--- src/rtl/sync_fifo_flags.sv ---
// Single-clock FIFO with occupancy count, almost-full/almost-empty thresholds,
// sticky overflow/underflow flags and selectable first-word-fall-through read.
module sync_fifo_flags #(
    parameter int unsigned DEPTH     = 8,
    parameter int unsigned D_WIDTH   = 8,
    parameter int unsigned AF_THRESH = 6,
    parameter int unsigned AE_THRESH = 2,
    parameter bit          FWFT      = 1'b0
) (
    input  logic                     clk,
    input  logic                     reset,
    input  logic                     wr_en,
    input  logic [D_WIDTH-1:0]       wr_data,
    input  logic                     rd_en,
    output logic [D_WIDTH-1:0]       rd_data,
    output logic                     full_o,
    output logic                     empty_o,
    output logic                     almost_full_o,
    output logic                     almost_empty_o,
    output logic [$clog2(DEPTH):0]   count_o,
    output logic                     overflow_o,
    output logic                     underflow_o,
    input  logic                     clr_err
);

    localparam int unsigned AW = $clog2(DEPTH);
    localparam int unsigned PW = AW + 1;
    localparam logic [PW-1:0] AfThresh = PW'(AF_THRESH);
    localparam logic [PW-1:0] AeThresh = PW'(AE_THRESH);

    logic [D_WIDTH-1:0] mem_q [DEPTH];
    logic [PW-1:0]      wr_ptr_q, wr_ptr_d;
    logic [PW-1:0]      rd_ptr_q, rd_ptr_d;
    logic [D_WIDTH-1:0] rd_data_q, rd_data_d;
    logic               overflow_q, overflow_d;
    logic               underflow_q, underflow_d;
    logic [AW-1:0]      wr_addr, rd_addr;
    logic               full, empty, wr_ok, rd_ok;

    always_comb begin
        wr_addr = wr_ptr_q[AW-1:0];
        rd_addr = rd_ptr_q[AW-1:0];
        empty   = (wr_ptr_q == rd_ptr_q);
        // Same slot with differing wrap bits means the writer is a full lap ahead.
        full    = (wr_addr == rd_addr) && (wr_ptr_q[AW] != rd_ptr_q[AW]);
        wr_ok   = wr_en & ~full;
        rd_ok   = rd_en & ~empty;

        wr_ptr_d    = wr_ok ? wr_ptr_q + PW'(1) : wr_ptr_q;
        rd_ptr_d    = rd_ok ? rd_ptr_q + PW'(1) : rd_ptr_q;
        rd_data_d   = rd_ok ? mem_q[rd_addr] : rd_data_q;
        // Set wins over clear when both happen in the same cycle.
        overflow_d  = (wr_en & full) | (overflow_q & ~clr_err);
        underflow_d = (rd_en & empty) | (underflow_q & ~clr_err);
    end

    always_ff @(posedge clk or posedge reset) begin
        if (reset) begin
            wr_ptr_q    <= '0;
            rd_ptr_q    <= '0;
            rd_data_q   <= '0;
            overflow_q  <= 1'b0;
            underflow_q <= 1'b0;
        end else begin
            wr_ptr_q    <= wr_ptr_d;
            rd_ptr_q    <= rd_ptr_d;
            rd_data_q   <= rd_data_d;
            overflow_q  <= overflow_d;
            underflow_q <= underflow_d;
        end
    end

    always_ff @(posedge clk) begin
        if (wr_ok) begin
            mem_q[wr_addr] <= wr_data;
        end
    end

    always_comb begin
        count_o        = wr_ptr_q - rd_ptr_q;
        full_o         = full;
        empty_o        = empty;
        almost_full_o  = (count_o >= AfThresh);
        almost_empty_o = (count_o <= AeThresh);
        overflow_o     = overflow_q;
        underflow_o    = underflow_q;
        rd_data        = FWFT ? mem_q[rd_addr] : rd_data_q;
    end

endmodule
--- config.mk ---
export PLATFORM = sky130hd
export DESIGN_NAME = sync_fifo_flags
export DESIGN_NICKNAME = d
export VERILOG_FILES = /design/src/rtl/sync_fifo_flags.sv
export SDC_FILE = /design/constraint.sdc
export NUM_CORES = 1
export LEC_CHECK = 0
export CAP_MARGIN = 10
export CORE_ASPECT_RATIO = 0.8
export CORE_MARGIN = 2
export CORE_UTILIZATION = 45
export CTS_BUF_LIST = sky130_fd_sc_hd__clkbuf_16
export CTS_CLUSTER_SIZE = 25
export DETAILED_ROUTE_END_ITERATION = 8
export HOLD_SLACK_MARGIN = 0.15
export SLEW_MARGIN = 20
export SYNTH_ARGS = -nofsm -noshare
export SYNTH_HDL_FRONTEND = slang
export SYNTH_SLANG_ARGS = --single-unit
--- constraint.sdc ---
create_clock -name clk -period 2.89 [get_ports clk]
set_input_delay 0.4335 -clock clk [delete_from_list [all_inputs] [get_ports clk]]
set_output_delay 0.4335 -clock clk [all_outputs]
set_load 0.005 [all_outputs]
==> impl_metrics.py <==
metrics = {
    "synthesis": {
        "synthesis.nets": 237,
        "yosysSeqAreaShare_pct": 69.76,
        "post_synth_instance_area_sq_um": 3401,
        "synth_warn": 0,
        "number_of_register_bits_inferred_by_synthesis": 82,
        "syn-mean-instance-area_sq_um": 15.60,
        "postSynthCellCount": 218,
        "synth_cell_type_count": 33,
    },
    "power": {
        "power_density_nw_per_um2": 1141,
        "comb_power_share_pct": 40.7,
        "vdd.ir_drop.worst_uv": 401.9,
        "power_switching_share_pct": 32.18,
        "clock_group_share_of_total_power_pct": 23.0,
        "totalPowerFinal_w": 0.004720,
        "internal-power_w": 0.003201,
        "p_sw_w": 0.001519,
        "sequentialPowerShare_pct": 36.3,
        "power.leakage_nw": 1.546,
    },
    "final_layout": {
        "fillerInstances": 603,
        "layout.nets": 280,
        "post_layout_nonfiller_instances": 356,
        "fin_util_pct": 56.24,
        "syn_to_layout_area_delta_pct": 21.67,
        "layout-drive-gt1-share_pct": 18.80,
        "postLayoutCellArea_sq_um": 4138,
        "antenna-diode-count": 0,
    },
    "drt": {
        "route.final.wire_length_um": 6118,
        "drt-met1-wl_um": 3132,
        "topRoutingLayerUsed": "met4",
        "dr_wl_met3_um": 276,
        "remaining_drc_errors": 0,
        "drt_first_pass_iters": 4,
        "met2_length_um": 2608,
        "antenna_left": 0,
        "vias_post_dr": 1858,
        "drt_iter0_drc": 123,
        "wl_per_cell_um": 17.19,
        "post_drt_via_cell_ratio": 5.219,
    },
    "grt": {
        "grt.overflow.total": 0,
        "largest_net_degree_at_the_start_of_global_routing": 36,
        "grt_usage_pct": 16.63,
        "number_of_antenna_violations_at_the_first_check_in_global_routing": 0,
        "vias_in_the_first_global_route": 1755,
        "grt_pass1_wl_um": 9770,
    },
    "floorplanning": {
        "floorplan.initialDensity_pct": 46.22,
        "design.portCount": 31,
        "die-height_um": 81.76,
        "coreArea_sq_um": 7357,
        "placement_row_count": 28,
        "die-width_um": 101.2,
        "floorplan.die_area_sq_um": 8273,
    },
    "outcome": {
        "run_status": "finished clean",
    },
    "timing": {
        "fin_crit_ps": 2784,
        "tns_ps": 0,
        "slew_headroom_pct": 45.65,
        "setup_violations": 0,
        "hold_viol": 0,
        "worst_max_slew_pin_slew_ps": 812.2,
        "period_share_pct": 96.34,
        "slew_viol_final": 0,
        "worst_clock_skew_ps": 6.527,
        "maxClockFrequency_ghz": 0.3592,
    },
    "clock_network": {
        "clk-insertion-delay-late_ps": 330,
        "clock-sinks": 82,
        "ctsRootBufferMaster": "sky130_fd_sc_hd__clkbuf_16",
        "cts_tree": "done",
        "cts-htree-levels": 3,
        "ctsLongestPathBuffers": 2,
        "cts_inserted_buffers": 9,
        "worst_setup_hold_path_clk_slew_ps": 60,
    },
    "placed_design": {
        "place.port_buffers": 30,
        "gp_congestion": 0.7055,
        "detailed_place_hpwl_um": 4046,
        "post_dp_cell_area_sq_um": 3830,
        "dp_cells": 340,
    },
    "setup_path": {
        "slowest_stage": "sky130_fd_sc_hd__clkdlybuf4s50_1",
        "crit_type": "register to primary output",
        "crit_path_start_kind": "register",
        "worstReg2RegStart": "rd_ptr_q[2]",
        "setup.worst_path.start": "wr_ptr_q[0]",
        "slowest_delay_ps": 490,
        "worst_setup_path_endpoint": "almost_full_o",
        "ff2ff_setup_slack_ps": 490,
        "critical_path.endpoint_type": "primary output",
        "critical_path.cell_chain": "inv_1 -> ha_1 -> fa_1 -> xnor2_2 -> a22o_1 -> clkdlybuf4s50_1",
        "critPathMaxFanout": 7,
        "worst_r2r_path_depth": 5,
        "r2r_end": "mem_q[3][1]",
        "critical_path_required_ps": 2460,
        "timing.critical_path.arrival_ps": 2350,
    },
    "hold_path": {
        "hold_path_class": "register to register",
    },
    "job": {
        "max_cap_violations": 0,
    },
}
critical path, delay by kind of cell (launching register included):
| family | cells | cell delay, ps |
|---|---|---|
| adders and majority gates | 2 | 640 |
| buffers and inverters | 2 | 560 |
| DFF | 1 | 420 |
| xor gates and xnor gates | 1 | 220 |
| AOI/OAI and AO/OA | 1 | 170 |
power by group through the flow:
stage          combinational [W]  sequential (W)  clock (W)
6_report                 0.00192         0.00171    0.00109
5_1_grt                  0.00213         0.00174    0.00116
4_1_cts                  0.00190         0.00171    0.00111
3_5_place_dp             0.00188         0.00173          0
3_3_place_gp             0.00187         0.00173          0
2_1_floorplan            0.00112         0.00172          0
cell usage in the layout (no fill, tap or decap), types with 3 or more instances in the layout:
cell / instances
sky130_fd_sc_hd__edfxtp_1: 64
sky130_fd_sc_hd__clkdlybuf4s50_1: 29
sky130_fd_sc_hd__mux2_2: 16
sky130_fd_sc_hd__mux2i_1: 16
sky130_fd_sc_hd__dfrtp_1: 16
sky130_fd_sc_hd__inv_1: 14
sky130_fd_sc_hd__nand2_1: 14
sky130_fd_sc_hd__clkbuf_16: 9
sky130_fd_sc_hd__buf_4: 9
sky130_fd_sc_hd__a22oi_1: 8
sky130_fd_sc_hd__o221ai_1: 8
sky130_fd_sc_hd__o21ai_0: 8
sky130_fd_sc_hd__nor2_1: 7
sky130_fd_sc_hd__ha_1: 5
sky130_fd_sc_hd__xnor2_1: 4
sky130_fd_sc_hd__nor3_1: 4
sky130_fd_sc_hd__nand3_1: 3
sky130_fd_sc_hd__o21ai_1: 3
sky130_fd_sc_hd__xor2_1: 3
registers in the layout, indices dropped and copies added, names as in the netlist:
register / count
overflow_o: 1
wr_ptr_q: 4
underflow_o: 1
rd_ptr_q: 4
mem_q: 64
rd_data: 8
how the worst min path moves through the flow:
stage,from,endpoint,cells after the start
2_1_floorplan,reset,overflow_o,1
5_1_grt,rd_data[5],rd_data[5],2
3_3_place_gp,rd_data[1],rd_data[1],2
3_5_place_dp,rd_data[1],rd_data[1],2
6_report,rd_data[5],rd_data[5],2
4_1_cts,rd_data[1],rd_data[1],2
final cells by class:
type,instances,area [sq um],area share [%]
Sequential cell,82,2375,57.39
Multi-Input combinational cell,117,945.9,22.86
Timing Repair Buffer,39,370.4,8.951
Clock buffer,9,225.2,5.443
Tap cell,90,112.6,2.721
Clock inverter,7,63.81,1.542
Inverter,12,45.04,1.089
repair_timing:
action,CTS,global route
pin swaps,0,2
setup endpoints to repair,1,2
buffers inserted,0,0
hold buffers,0,0
resized for setup,2,4
kinds of logic after synthesis:
logic type | count (synthesis) | share of synthesized area, %
xor+xnor | 9 | 2.539
compound gates | 33 | 6.917
mux | 34 | 10.89
simple gates | 35 | 4.636
fa+ha+maj | 6 | 2.428
flops | 82 | 69.76
buf+inv | 19 | 2.833
cells in the mapped netlist (all sizes together):
| library cell | number | area share [%] |
|---|---|---|
| nor3 | 4 | 0.59 |
| fa | 1 | 0.59 |
| o221ai | 8 | 2.1 |
| dfrtp | 18 | 13 |
| a221oi | 1 | 0.26 |
| xnor2 | 5 | 1.3 |
| inv | 12 | 1.3 |
| mux2i | 16 | 4.7 |
| buf | 7 | 1.5 |
| nor4 | 1 | 0.18 |
| and2 | 1 | 0.18 |
| a22o | 1 | 0.26 |
| a21o | 1 | 0.22 |
| nor2b | 2 | 0.37 |
| o21ai | 13 | 2.1 |
| nand2b | 1 | 0.18 |
| edfxtp | 64 | 57 |
| nor2 | 9 | 1.1 |
| mux2 | 18 | 6.2 |
| xor2 | 4 | 1.3 |
| ha | 5 | 1.8 |
| nand3 | 3 | 0.44 |
| a22oi | 8 | 1.8 |
| nand2 | 14 | 1.5 |
| o211ai | 1 | 0.22 |
per-stage QoR:
| stage | setup slack, ps | hold slack, ps |
|---|---|---|
| finish | 105.9 | 474.9 |
| global route | -3.502 | 507.6 |
| CTS | 29.29 | 483.3 |
| detailed placement | 333.1 | 470.0 |
| global placement | 362.0 | 459.8 |
| floorplan | 545.0 | 372.1 |
per-layer routing:
metal	global-route usage (%)	up-vias
met1	25.14	896
li1	-	910
met3	4.851	9
met5	0	-
met2	22.65	43
met4	6.081	0
No activity file was read; power rests on OpenSTA's default activity.
